--- src/rtl/dac_scan_seq.sv ---
// DAC code scan sequencer: steps a one-hot DAC channel from code_start to code_stop,
// writing each code, waiting for settling, then handing the step to an external counter.
module dac_scan_seq #(
  parameter int unsigned CLK_FREQ  = 50000000,
  parameter int unsigned SETTLE_US = 10
) (
  input  logic        clk,
  input  logic        nRES,
  input  logic        start,
  input  logic        abort,
  input  logic [3:0]  ch_mask,
  input  logic [11:0] code_start,
  input  logic [11:0] code_stop,
  input  logic [11:0] code_step,
  input  logic        gate_done,
  output logic        we32,
  output logic [7:0]  addr,
  output logic [31:0] data_in32,
  output logic        startStep,
  output logic        busy,
  output logic        done,
  output logic        err,
  output logic [11:0] cur_code,
  output logic [12:0] step_idx
);

  localparam int unsigned SETTLE_CYC = (CLK_FREQ / 1000000) * SETTLE_US;
  localparam int unsigned CNT_W      = (SETTLE_CYC > 1) ? $clog2(SETTLE_CYC) : 1;
  localparam int unsigned CODE_W     = 12;
  localparam int unsigned IDX_W      = 13;
  localparam logic [CNT_W-1:0] CNT_LOAD = CNT_W'(SETTLE_CYC - 1);
  localparam logic [7:0]       REG_ADDR = 8'h0D;

  typedef enum logic [2:0] {
    S_IDLE,
    S_LOAD,
    S_WRITE,
    S_SETTLE,
    S_COUNT,
    S_NEXT,
    S_DONE
  } state_t;

  state_t             r_state;
  state_t             w_state_n;

  logic               r_run;
  logic [3:0]         r_mask;
  logic [CODE_W-1:0]  r_first;
  logic [CODE_W-1:0]  r_stop;
  logic [CODE_W-1:0]  r_step;
  logic [CNT_W-1:0]   r_cnt;
  logic [CODE_W-1:0]  r_cur;
  logic [IDX_W-1:0]   r_idx;
  logic               r_we32;
  logic [7:0]         r_addr;
  logic [31:0]        r_data;
  logic               r_start_step;
  logic               r_busy;
  logic               r_done;
  logic               r_err;

  logic [3:0]         w_mask_n;
  logic [CODE_W-1:0]  w_first_n;
  logic [CODE_W-1:0]  w_stop_n;
  logic [CODE_W-1:0]  w_step_n;
  logic [CNT_W-1:0]   w_cnt_n;
  logic [CODE_W-1:0]  w_code_n;
  logic [IDX_W-1:0]   w_idx_n;
  logic               w_we_n;
  logic [7:0]         w_addr_n;
  logic [31:0]        w_data_n;
  logic               w_ss_n;
  logic               w_busy_n;
  logic               w_done_n;
  logic               w_err_n;

  logic               w_onehot;
  logic               w_cfg_ok;
  logic [CODE_W:0]    w_sum;
  logic               w_over;

  assign w_onehot = (ch_mask == 4'b1000) || (ch_mask == 4'b0100) ||
                    (ch_mask == 4'b0010) || (ch_mask == 4'b0001);
  assign w_cfg_ok = (code_step != '0) && (code_start <= code_stop) && w_onehot;

  // Sum kept one bit wider so a carry out of 4095 ends the scan instead of wrapping.
  assign w_sum  = {1'b0, r_cur} + {1'b0, r_step};
  assign w_over = w_sum[CODE_W] || (w_sum[CODE_W-1:0] > r_stop);

  // Reset release is retimed: the FSM ignores start until one edge after nRES rises.
  always_ff @(posedge clk or negedge nRES) begin
    if (!nRES) begin
      r_run <= 1'b0;
    end else begin
      r_run <= 1'b1;
    end
  end

  // State and registered outputs.
  always_ff @(posedge clk or negedge nRES) begin
    if (!nRES) begin
      r_state      <= S_IDLE;
      r_mask       <= '0;
      r_first      <= '0;
      r_stop       <= '0;
      r_step       <= '0;
      r_cnt        <= '0;
      r_cur        <= '0;
      r_idx        <= '0;
      r_we32       <= 1'b0;
      r_addr       <= '0;
      r_data       <= '0;
      r_start_step <= 1'b0;
      r_busy       <= 1'b0;
      r_done       <= 1'b0;
      r_err        <= 1'b0;
    end else begin
      r_state      <= w_state_n;
      r_mask       <= w_mask_n;
      r_first      <= w_first_n;
      r_stop       <= w_stop_n;
      r_step       <= w_step_n;
      r_cnt        <= w_cnt_n;
      r_cur        <= w_code_n;
      r_idx        <= w_idx_n;
      r_we32       <= w_we_n;
      r_addr       <= w_addr_n;
      r_data       <= w_data_n;
      r_start_step <= w_ss_n;
      r_busy       <= w_busy_n;
      r_done       <= w_done_n;
      r_err        <= w_err_n;
    end
  end

  // Next-state and next-output logic; outputs are decided one cycle ahead and registered.
  always_comb begin
    w_state_n = r_state;
    w_mask_n  = r_mask;
    w_first_n = r_first;
    w_stop_n  = r_stop;
    w_step_n  = r_step;
    w_cnt_n   = r_cnt;
    w_code_n  = r_cur;
    w_idx_n   = r_idx;
    w_we_n    = 1'b0;
    w_ss_n    = 1'b0;
    w_done_n  = 1'b0;
    w_err_n   = 1'b0;

    unique case (r_state)
      S_IDLE: begin
        if (start && r_run && !abort) begin
          if (w_cfg_ok) begin
            w_state_n = S_LOAD;
            w_mask_n  = ch_mask;
            w_first_n = code_start;
            w_stop_n  = code_stop;
            w_step_n  = code_step;
          end else begin
            w_err_n = 1'b1;
          end
        end
      end
      S_LOAD: begin
        w_code_n  = r_first;
        w_idx_n   = '0;
        w_cnt_n   = CNT_LOAD;
        w_we_n    = 1'b1;
        w_state_n = S_WRITE;
      end
      // The write cycle already counts as the first settling cycle.
      S_WRITE, S_SETTLE: begin
        if (r_cnt == '0) begin
          w_ss_n    = 1'b1;
          w_state_n = S_COUNT;
        end else begin
          w_cnt_n   = r_cnt - CNT_W'(1);
          w_state_n = S_SETTLE;
        end
      end
      S_COUNT: begin
        if (gate_done) begin
          w_state_n = S_NEXT;
        end
      end
      S_NEXT: begin
        if (w_over) begin
          w_done_n  = 1'b1;
          w_state_n = S_DONE;
        end else begin
          w_code_n  = w_sum[CODE_W-1:0];
          w_idx_n   = r_idx + IDX_W'(1);
          w_cnt_n   = CNT_LOAD;
          w_we_n    = 1'b1;
          w_state_n = S_WRITE;
        end
      end
      S_DONE: begin
        w_state_n = S_IDLE;
      end
      default: begin
        w_state_n = S_IDLE;
      end
    endcase

    // Abort overrides every other event of the same cycle.
    if (abort && (r_state != S_IDLE)) begin
      w_state_n = S_IDLE;
      w_code_n  = r_cur;
      w_idx_n   = r_idx;
      w_cnt_n   = '0;
      w_we_n    = 1'b0;
      w_ss_n    = 1'b0;
      w_done_n  = 1'b0;
    end

    w_busy_n = (w_state_n != S_IDLE);
    w_addr_n = w_we_n ? REG_ADDR : 8'h00;
    w_data_n = {16'h0000, w_mask_n, w_code_n};
  end

  assign we32      = r_we32;
  assign addr      = r_addr;
  assign data_in32 = r_data;
  assign startStep = r_start_step;
  assign busy      = r_busy;
  assign done      = r_done;
  assign err       = r_err;
  assign cur_code  = r_cur;
  assign step_idx  = r_idx;

endmodule
--- config.mk ---
export PLATFORM = sky130hd
export DESIGN_NAME = dac_scan_seq
export DESIGN_NICKNAME = d
export VERILOG_FILES = /design/src/rtl/dac_scan_seq.sv
export SDC_FILE = /design/constraint.sdc
export NUM_CORES = 1
export LEC_CHECK = 0
export BUFFER_PORTS_ARGS = -buffer_cell sky130_fd_sc_hd__buf_4
export CAP_MARGIN = 20
export CORE_ASPECT_RATIO = 0.75
export CORE_UTILIZATION = 59
export CTS_CLUSTER_DIAMETER = 60
export DETAILED_ROUTE_END_ITERATION = 7
export GPL_TIMING_DRIVEN = 0
export MAX_ROUTING_LAYER = met4
export PLACE_DENSITY = 0.92
export SETUP_SLACK_MARGIN = 0.5
export SYNTH_ARGS = -nofsm -noshare
export SYNTH_HDL_FRONTEND = slang
export SYNTH_SLANG_ARGS = --single-unit
--- constraint.sdc ---
create_clock -name clk -period 9.5 [get_ports clk]
set_input_delay 2.85 -clock clk [delete_from_list [all_inputs] [get_ports clk]]
set_output_delay 2.85 -clock clk [all_outputs]
set_load 0.02 [all_outputs]
* Word-level counts from Yosys, hierarchy flattened
Index checks and enable logic that the tools add are counted.
Cells by class: add/sub/neg operators 3, order comparisons 2, eq/ne operators 12, multiplexer cells 32, bitwise gates (word level) 1, reductions and logical operators 21
Operators by type and width (number):
- $mux 9 | 3
- $pmux 9 s3 | 1
- $pmux 13 s2 | 1
- $mux 12 | 2
- $pmux 12 s2 | 1
- $mux 3 | 6
- $mux 4 | 4
- $pmux 3 s5 | 1
- $add 12x12->13 | 1
- $add 13x1->13 const B | 1
- $mux 13 | 1
- $gt 12x12->1 | 1
- $le 12x12->1 | 1
- $reduce_bool 12->1 | 1
- $mux 1 | 11
- $logic_not 9->1 | 1
- $reduce_and 3->1 | 3
- $sub 9x1->9 const B | 1
- $eq 3x2->1 const B | 2
- $eq 3x3->1 const B | 2
- $ne 3x3->1 const B | 2
- $reduce_bool 3->1 | 2
- $logic_and 1x1->1 | 5
- $eq 4x1->1 const B | 1
- 13 further kinds | 16
Storage, ports and cells: register bits 107, bits of input ports 45, output and inout bits 70, logic and storage cells 87

* Logic depth before layout (Yosys ltp)
Gate-level depths: netlist (run 1).
word-level depth 10, gate-level depth with buffers 18, gate-level depth less buffers 17

* Least setup slack after synthesis (run 1)
Ideal clock, no wire load.
path kind input to register, from input port code_stop[1], to register r_first[0], library setup time 0.125 ns, data arrival time 4.791 ns, data required time 9.375 ns, slack 4.584 ns, stages on the path 9, buffers on the path 1, path through inv_1 > ha_1 > nor2b_1 > o211ai_1 > a21oi_1 > o311a_1 > nor3_2 > buf_2 > mux2_2
On the way: longest elaborated chain between the ends 4
Ends and longest elaborated chain:
- start: declaration | RTL line 13 | input logic [11:0] code_stop,
- $le 12x12->1 | RTL line 85 | assign w_cfg_ok = (code_step != '0) && (code_start <= code_stop) && w_onehot;
- $logic_and 1x1->1 (2 in a row) | RTL line 85
- $reduce_and 3->1 (no source line)
- end signal: assignment | RTL line 121 | r_first <= w_first_n;
- end: declaration | RTL line 49 | logic [CODE_W-1:0] r_first;
Every way passes these cells. A chain may end at the register's enable or synchronous reset.

* Worst setup path after layout (run 1)
from input port code_stop[11], to register r_first[0]
The elaborated chain is that of the path after synthesis.

==> metrics.md, run 1 <==
| Metric | Value |
|---|---|
| # DRC | 0 |
| Die area | 0.00909 mm² |
| Critical path buffer and inverter count | 3 |
| Crit path kind | in2reg |
| Rows | 29 |
| VDD IR-drop max | 202 µV |
| Vias in the first global route | 4,531 |
| Largest net degree at the start of global routing | 84 |
| Worst path slowest cell | nor3_2 |
| Hold/Removal Path Class | reg2reg |
| Ys flop type | dfrtp_1 |
| GRT overflow | 0 |
| Top delay family on crit path | simple AND/OR/NAND/NOR gates |
| Total track usage | 0.336 |
| Distinct cells, synth | 63 |
| Hold-fix buffers, CTS | 0 |
| Clock Path Buffers | 2 |
| Rel. slew slack | 0.490 |
| Initial core utilization | 0.608 |
| CP endpoint kind | flip-flop |
| Drt wl/cell | 18.4 µm |
| Layout area overhead | 25.3% |
| Detailed Route WL | 14.0 mm |
| Clock Latency Late Sink | 0.35 ns |
| Pleak | 3.27 nW |
| Slew @ Worst Pin | 0.764 ns |
| Crit Path Max Fanout | 10 |
| Most common cell after layout, fill and taps aside | buf_4 |
| EDFF count, synth | 0 |
| Postcts setup bufs | 0 |
| GPL Wtd Cong | 0.901 |
| # IOs | 115 |
| First-pass GRT wire length | 22.4 mm |
| CTS root buf | clkbuf_16 |
| Setup violators final | 0 |
| CTS Sinks | 83 |
| Remaining antenna violation count after routing | 0 |
| # H-tree levels | 3 |
| Critical path launch point type | input pin |
| FFs w/ async S/R, synth | 1.00 |
| Period minus WS final | 5.07 ns |
| Syn. warnings | 0 |
| Syn Inst Count | 522 |
| Max Freq | 197 MHz |
| RSZ-0062 raised after global routing | false |
| Setup Skew | 0.00695 ns |
| Final HPWL DP | 10.1 mm |
| Final Worst Setup Slack | 4.43 ns |
| DP Area | 0.00604 mm² |
| Power per cell area | 315 mW/mm² |
| Seq/Total Area, Yosys | 0.404 |
| Pre-CTS WS | 4.11 ns |
| Die height | 82.8 µm |
| Pre-antenna DRT Iters | 5 |
| Fin crit share | 0.534 |
| Vias per inst | 6.07 |
| Synth Register Bits | 83 |
| Crit path DAT | 5.31 ns |
| Nets | 731 |
| Commonest non-fill, non-tap cells in the layout | buf_4 (129), dfrtp_1 (83), inv_1 (43) |
| Outcome | finished clean |
| Area of the multi-input gates | 0.00258 mm² |
| CP required | 9.73 ns |
| Number of CTS-inserted buffers | 9 |
| Maxcap violations | 0 |
| Vias | 4,615 |
| Post-cts gate resize count | 0 |
| Syn avg cell area | 9.84 µm² |
| Finished Cell Area | 0.00644 mm² |
| CTS tree | done |
| Core area | 0.00845 mm² |
| Starting DRT DRC Count | 320 |
| Critical Path Max Stage Delay | 0.46 ns |
| Cell area after synthesis | 0.00514 mm² |
| CP cell instances | buf_4 -> inv_1 -> ha_1 -> nand4_1 -> or3_1 -> o311a_1 -> nor3_2 -> buf_2 -> mux2_2 |
| Die width | 110 µm |
| Fill cells | 541 |
| Setup TNS | 0 ns |
| Proportion of layout cells with a drive suffix above 1 | 0.304 |
| Storage cell area | 0.00208 mm² |
| Initial antenna violation count | 0 |
| Antenna diode count | 0 |
| Reg clk slew, reported paths | 0.06 ns |
| Max Slew Vio Count | 0 |
| Number of buffers added on ports | 93 |
| Hold Vio Cnt, Final | 0 |
## area by class of cell
type	count	share of cell area
Inverter	44	0.0257
Tap cell	108	0.0210
Clock buffer	10	0.0356
Multi-Input combinational cell	361	0.400
Timing Repair Buffer	94	0.113
Sequential cell	83	0.323
Clock inverter	6	0.0212
Buffer	54	0.0608
## cells by family after synthesis
family | share of synthesized area
other cells | 0.00146
compound gates | 0.171
simple gates | 0.129
buf+inv | 0.108
mux | 0.0636
fa+ha+maj | 0.0965
flops | 0.404
xor+xnor | 0.0256
## Yosys cell counts (2+ instances only)
cell type / n / share of area
nand2_1: 41 / 0.030
nand4_1: 8 / 0.0097
o21a_1: 3 / 0.0044
clkbuf_1: 9 / 0.0066
o211ai_1: 7 / 0.010
clkbuf_8: 2 / 0.0054
mux2_2: 29 / 0.064
nor4_1: 7 / 0.0085
or3_1: 3 / 0.0037
o22ai_1: 2 / 0.0024
o31ai_1: 9 / 0.013
nand2b_1: 3 / 0.0037
buf_2: 3 / 0.0029
a221o_1: 10 / 0.019
a21oi_1: 28 / 0.027
a221oi_1: 4 / 0.0068
and3_1: 12 / 0.015
xnor2_1: 12 / 0.020
or4_1: 6 / 0.0088
conb_1: 2 / 0.0015
a21o_1: 3 / 0.0044
o21bai_1: 2 / 0.0029
nor2_1: 21 / 0.015
xor2_1: 3 / 0.0051
a211oi_1: 3 / 0.0044
o221ai_1: 2 / 0.0034
nand3_1: 15 / 0.015
nor2b_1: 3 / 0.0037
inv_1: 43 / 0.031
or2_2: 4 / 0.0049
ha_1: 38 / 0.093
buf_4: 36 / 0.053
a31oi_1: 3 / 0.0037
nor3_1: 3 / 0.0029
dfrtp_1: 83 / 0.40
o21ai_0: 33 / 0.032
## report_power, final
part	internal (mW)	switching, mW	leakage, nW	total, mW
sequential	0.477	0.107	1.07	0.584
clock	0.284	0.149	0.173	0.434
combinational	0.448	0.562	2.03	1.01
total	1.21	0.819	3.27	2.03
## through the flow
step	util	power (mW)	cells	hold WS (ns)
floorplan	-	1.26	542	0.452
global placement	0.715	1.49	743	0.484
detailed placement	0.715	1.56	743	0.497
CTS	0.758	2.01	759	0.512
global route	0.761	2.15	760	0.532
finish	0.761	2.03	760	0.517
## final timing paths
kind,startpoint,endpoint,slack (ns),cells after the start
max in group asynchronous,nRES,r_first[0],6.51,2
min reg2reg,r_step[11],r_step[11],0.52,1
max,code_stop[11],r_first[0],4.43,9
max reg2reg,cur_code[0],r_cnt[7],5.03,15
min in group asynchronous,nRES,done,2.39,1
min,r_step[11],r_step[11],0.52,1
## metal layers
layer | track usage | vias up | wire length [µm]
li1 | - | 2066 | -
met1 | 0.414 | 2214 | 5570
met2 | 0.518 | 279 | 6770
met3 | 0.115 | 56 | 1250
met4 | 0.112 | 0 | 429
met5 | - | - | 0
## flip-flops by register name, indices dropped and copies added (netlist names), 2 cells and up
signal / flops
step_idx: 13
r_cnt: 9
cur_code: 11
r_first: 12
r_stop: 12
r_mask: 3
r_state: 3
data_in32: 2
r_step: 12
No activity file was read; power rests on OpenSTA's default activity.
==> run 2: changes to the inputs <==
--- a/config.mk
+++ b/config.mk
@@ -5,15 +5,16 @@
 export SDC_FILE = /design/constraint.sdc
 export NUM_CORES = 1
 export LEC_CHECK = 0
+export ABC_AREA = 1
 export BUFFER_PORTS_ARGS = -buffer_cell sky130_fd_sc_hd__buf_4
 export CAP_MARGIN = 20
 export CORE_ASPECT_RATIO = 0.75
-export CORE_UTILIZATION = 59
+export CORE_UTILIZATION = 56
 export CTS_CLUSTER_DIAMETER = 60
 export DETAILED_ROUTE_END_ITERATION = 7
 export GPL_TIMING_DRIVEN = 0
 export MAX_ROUTING_LAYER = met4
-export PLACE_DENSITY = 0.92
+export PLACE_DENSITY = 0.87
 export SETUP_SLACK_MARGIN = 0.5
 export SYNTH_ARGS = -nofsm -noshare
 export SYNTH_HDL_FRONTEND = slang
==> constraint.sdc (replaced) <==
create_clock -name clk -period 5.23 [get_ports clk]
set_input_delay 1.569 -clock clk [delete_from_list [all_inputs] [get_ports clk]]
set_output_delay 1.569 -clock clk [all_outputs]
set_load 0.02 [all_outputs]
==> metrics.md, run 2 <==
| Metric | Value |
|---|---|
| Outcome | finished clean (unchanged) |
| # H-tree levels | 3 (unchanged) |
| Ys flop type | dfrtp_1 (unchanged) |
| Worst R2R Start | cur_code[4] (was cur_code[0]) |
| Dominant cells by area after synthesis | dfrtp_1 (37%), nand2_1 (14%), inv_1 (8.5%) (was dfrtp_1 (40%), ha_1 (9.3%), mux2_2 (6.4%)) |
| Max Freq | 277 MHz |
| Clock Latency Late Sink | 0.35 ns (about the same) |
| Largest net degree at the start of global routing | 84 (unchanged) |
| Layout area overhead | 23.2% (was 25.3%) |
| Fill cells | 788 (was 541) |
| Initial core utilization | 0.579 (was 0.608) |
| Syn avg cell area | 7.28 µm² (was 9.84 µm²) |
| VDD IR-drop max | 331 µV (was 202 µV) |
| Maxcap violations | 0 (unchanged) |
| Clock Path Buffers | 2 (unchanged) |
| Synth Register Bits | 83 (unchanged) |
| Syn Inst Count | 775 (was 522) |
| GPL Wtd Cong | 0.913 (was 0.901) |
| Final Power | 3.98 mW (was 2.03 mW) |
| Power per cell area | 573 mW/mm² (was 315 mW/mm²) |
| Pre-antenna DRT Iters | 5 (unchanged) |
| Initial antenna violation count | 0 (unchanged) |
| CP dominant cell by count | nand2_1 |
| # IOs | 115 (unchanged) |
| Distinct cells, synth | 39 (was 63) |
| List of most frequent post-synthesis cells | nand2_1 (213), inv_1 (127), dfrtp_1 (83), nor2_1 (57), o21ai_0 (49) (was dfrtp_1 (83), inv_1 (43), nand2_1 (41), ha_1 (38), buf_4 (36)) |
| Pleak | 3.90 nW (was 3.27 nW) |
| Min-Delay Endpoint | r_cnt[8] (was r_step[11]) |
| Starting DRT DRC Count | 368 (was 320) |
| Worst path slowest cell | dfrtp_1 (was nor3_2) |
| Critical R2R Capture | cur_code[2] (was r_cnt[7]) |
| Vias in the first global route | 4,851 (was 4,531) |
| RSZ-0062 raised after global routing | false (unchanged) |
| GRT overflow | 0 (unchanged) |
| Setup TNS | 0 ns (unchanged) |
| Setup violators final | 0 (unchanged) |
| CP required | 5.52 ns (was 9.73 ns) |
| CP endpoint kind | flip-flop (unchanged) |
| Proportion of layout cells with a drive suffix above 1 | 0.199 (was 0.304) |
| Vias | 5,284 (was 4,615) |
| Total track usage | 0.284 (was 0.336) |
| Crit path DAT | 3.89 ns (was 5.31 ns) |
| First-pass GRT wire length | 22.5 mm (was 22.4 mm) |
| Rel. slew slack | 0.556 (was 0.490) |
| Slew @ Worst Pin | 0.663 ns (was 0.764 ns) |
| Critical path launch point type | flip-flop (was input pin) |
| Fin crit share | 0.689 |
| Area of the multi-input gates | 0.00281 mm² (was 0.00258 mm²) |
| Core area | 0.00974 mm² (was 0.00845 mm²) |
| FFs w/ async S/R, synth | 1.00 (unchanged) |
| Period minus WS final | 3.61 ns |
| R2R Setup Slk | 1.62 ns (was 5.03 ns) |
| Max Slew Vio Count | 0 (unchanged) |
| Postcts setup bufs | 0 (unchanged) |
| Post-Layout Cell Count | 1,037 (was 760) |
| Crit Path Max Fanout | 8 (was 10) |
| Layout Utilization | 0.714 (was 0.761) |
| Most common cell after layout, fill and taps aside | nand2_1 (was buf_4) |
| Hold Vio Cnt, Final | 0 (unchanged) |
| CTS Sinks | 83 (unchanged) |
| Most frequent cell after synthesis | nand2_1 (was dfrtp_1) |
| Detailed Route WL | 13.7 mm (was 14.0 mm) |
| Die width | 118 µm (was 110 µm) |
| Syn. warnings | 0 (unchanged) |
| Die height | 88.9 µm (was 82.8 µm) |
| Rows | 31 (was 29) |
| Crit path kind | reg2reg (was in2reg) |
| Nets | 984 (was 731) |
| Seq/Total Area, Yosys | 0.368 (was 0.404) |
| Antenna diode count | 0 (unchanged) |
| Cell area after synthesis | 0.00564 mm² (was 0.00514 mm²) |
| Remaining antenna violation count after routing | 0 (unchanged) |
| Critical path buffer and inverter count | 2 (was 3) |
| CTS root buf | clkbuf_16 (unchanged) |
| Storage cell area | 0.00208 mm² (unchanged) |
| Number of CTS-inserted buffers | 9 (unchanged) |
| Hold/Removal Path Class | reg2reg (unchanged) |
| HP Start | r_cnt[8] (was r_step[11]) |
| Critical Path Max Stage Delay | 0.42 ns (was 0.46 ns) |
| Number of buffers added on ports | 93 (unchanged) |
| EDFF count, synth | 0 (unchanged) |
| Inst Count DP | 1,020 (was 743) |
| Hold-fix buffers, CTS | 0 (unchanged) |
| # DRC | 0 (unchanged) |
| R2R depth | 20 (was 15) |
| CTS tree | done (unchanged) |
| Setup Skew | 0.00650 ns (was 0.00695 ns) |
| Reg clk slew, reported paths | 0.06 ns (about the same) |
| Final HPWL DP | 10.3 mm (was 10.1 mm) |
| Commonest non-fill, non-tap cells in the layout | nand2_1 (213), buf_4 (129), inv_1 (127) (was buf_4 (129), dfrtp_1 (83), inv_1 (43)) |
| Drt wl/cell | 13.2 µm (was 18.4 µm) |
| Top delay family on crit path | simple AND/OR/NAND/NOR gates (unchanged) |
| Post-cts gate resize count | 0 (unchanged) |
| CP cell instances | ha_1 -> a21oi_1 -> nor2_1 -> nor2_1 -> nand2_1 -> nand2_1 -> nand3_1 -> nand2_1 -> inv_1 -> ha_1 -> nand2_1 -> inv_1 -> nand2_1 -> nor2_1 -> nand4_1 -> nand2_1 -> nand3_1 -> o21ai_1 -> nand2_1 -> nand2_1 (was buf_4 -> inv_1 -> ha_1 -> nand4_1 -> or3_1 -> o311a_1 -> nor3_2 -> buf_2 -> mux2_2) |
| Vias per inst | 5.10 (was 6.07) |
| Number of flip-flops under the largest register name | 13 (unchanged) |
| Worst Hold Path Cells | 2 (was 1) |
| Synth area leader | dfrtp_1 (unchanged) |
| Die area | 0.0105 mm² (was 0.00909 mm²) |
| Yosys top cell area share | 0.368 (was 0.404) |
-- run 2: cell types whose count changed after synthesis, moves of 8 or more --
cell     previous run  this run
and3_1             12         0
nand3_1            15        36
nand2_1            41       213
a221o_1            10         0
inv_1              43       127
o21ai_0            33        49
o21ai_1             0         9
or2_2               4        13
mux2_2             29         0
xnor2_1            12         4
nor2_1             21        57
xor2_1              3        11
nand4_1             8        17
o31ai_1             9         0
-- run 2: per-layer routing --
layer,vias to the layer above,share of wire,GRT usage
met1,2430,0.46,0.375
met5,-,0,-
met3,29,0.077,0.0676
met2,208,0.44,0.440
li1,2617,-,-
met4,0,0.019,0.0804
-- run 2: cells by family (layout without fill, tap and decap cells) --
group / Yosys count / after routing / share of synthesized area
compound gates: 97 / 97 / 0.0921
fa+ha+maj: 39 / 39 / 0.0878
flops: 83 / 83 / 0.368
other cells: 2 / 22 / 0.00133
buf+inv: 179 / 289 / 0.146
simple gates: 360 / 360 / 0.281
xor+xnor: 15 / 15 / 0.0233
-- run 2: cell type report --
cell class                 count  area share
multi-input combinational    533       0.405
timing repair buffer          94       0.104
sequential                    83       0.299
clock buffer                   9      0.0324
tap                          132      0.0238
buffer                        50      0.0486
clock inverter                 7      0.0167
inverter                     129      0.0701
-- run 2: worst reg2reg max path: stages, from the launching register on --
cell and delay [ns]:
dfrtp_1 0.42, ha_1 0.38, a21oi_1 0.26, nor2_1 0.09
nor2_1 0.16, nand2_1 0.14, nand2_1 0.12, nand3_1 0.08
nand2_1 0.10, inv_1 0.05, ha_1 0.29, nand2_1 0.07
inv_1 0.05, nand2_1 0.09, nor2_1 0.16, nand4_1 0.10
nand2_1 0.21, nand3_1 0.34, o21ai_1 0.30, nand2_1 0.07
nand2_1 0.06
-- run 2: per-stage QoR --
| stage | hold slack (ns) | worst slack (ns) | cell area (µm²) |
|---|---|---|---|
| after floorplan | 0.449 | 2.21 | 5720 |
| after global placement | 0.464 | 1.65 | 6580 |
| after detailed placement | 0.472 | 1.53 | 6580 |
| after CTS | 0.485 | 1.68 | 6920 |
| after global routing | 0.503 | 1.29 | 6950 |
| final | 0.484 | 1.62 | 6950 |
-- run 2: worst max path at each step --
stage | start | endpoint | slack, ns | cells past startpoint
floorplan | code_stop[3] | data_in32[15] | 2.21 | 13
global placement | code_start[11] | r_stop[4] | 1.65 | 11
detailed placement | code_stop[11] | r_step[8] | 1.53 | 12
CTS | cur_code[4] | cur_code[2] | 1.68 | 20
global route | cur_code[4] | cur_code[4] | 1.29 | 20
finish | cur_code[4] | cur_code[2] | 1.62 | 20
-- run 2: where the power goes --
part / switching, mW / internal (mW)
Sequential: 0.198 / 0.871
Combinational: 1.31 / 0.873
Clock: 0.261 / 0.465
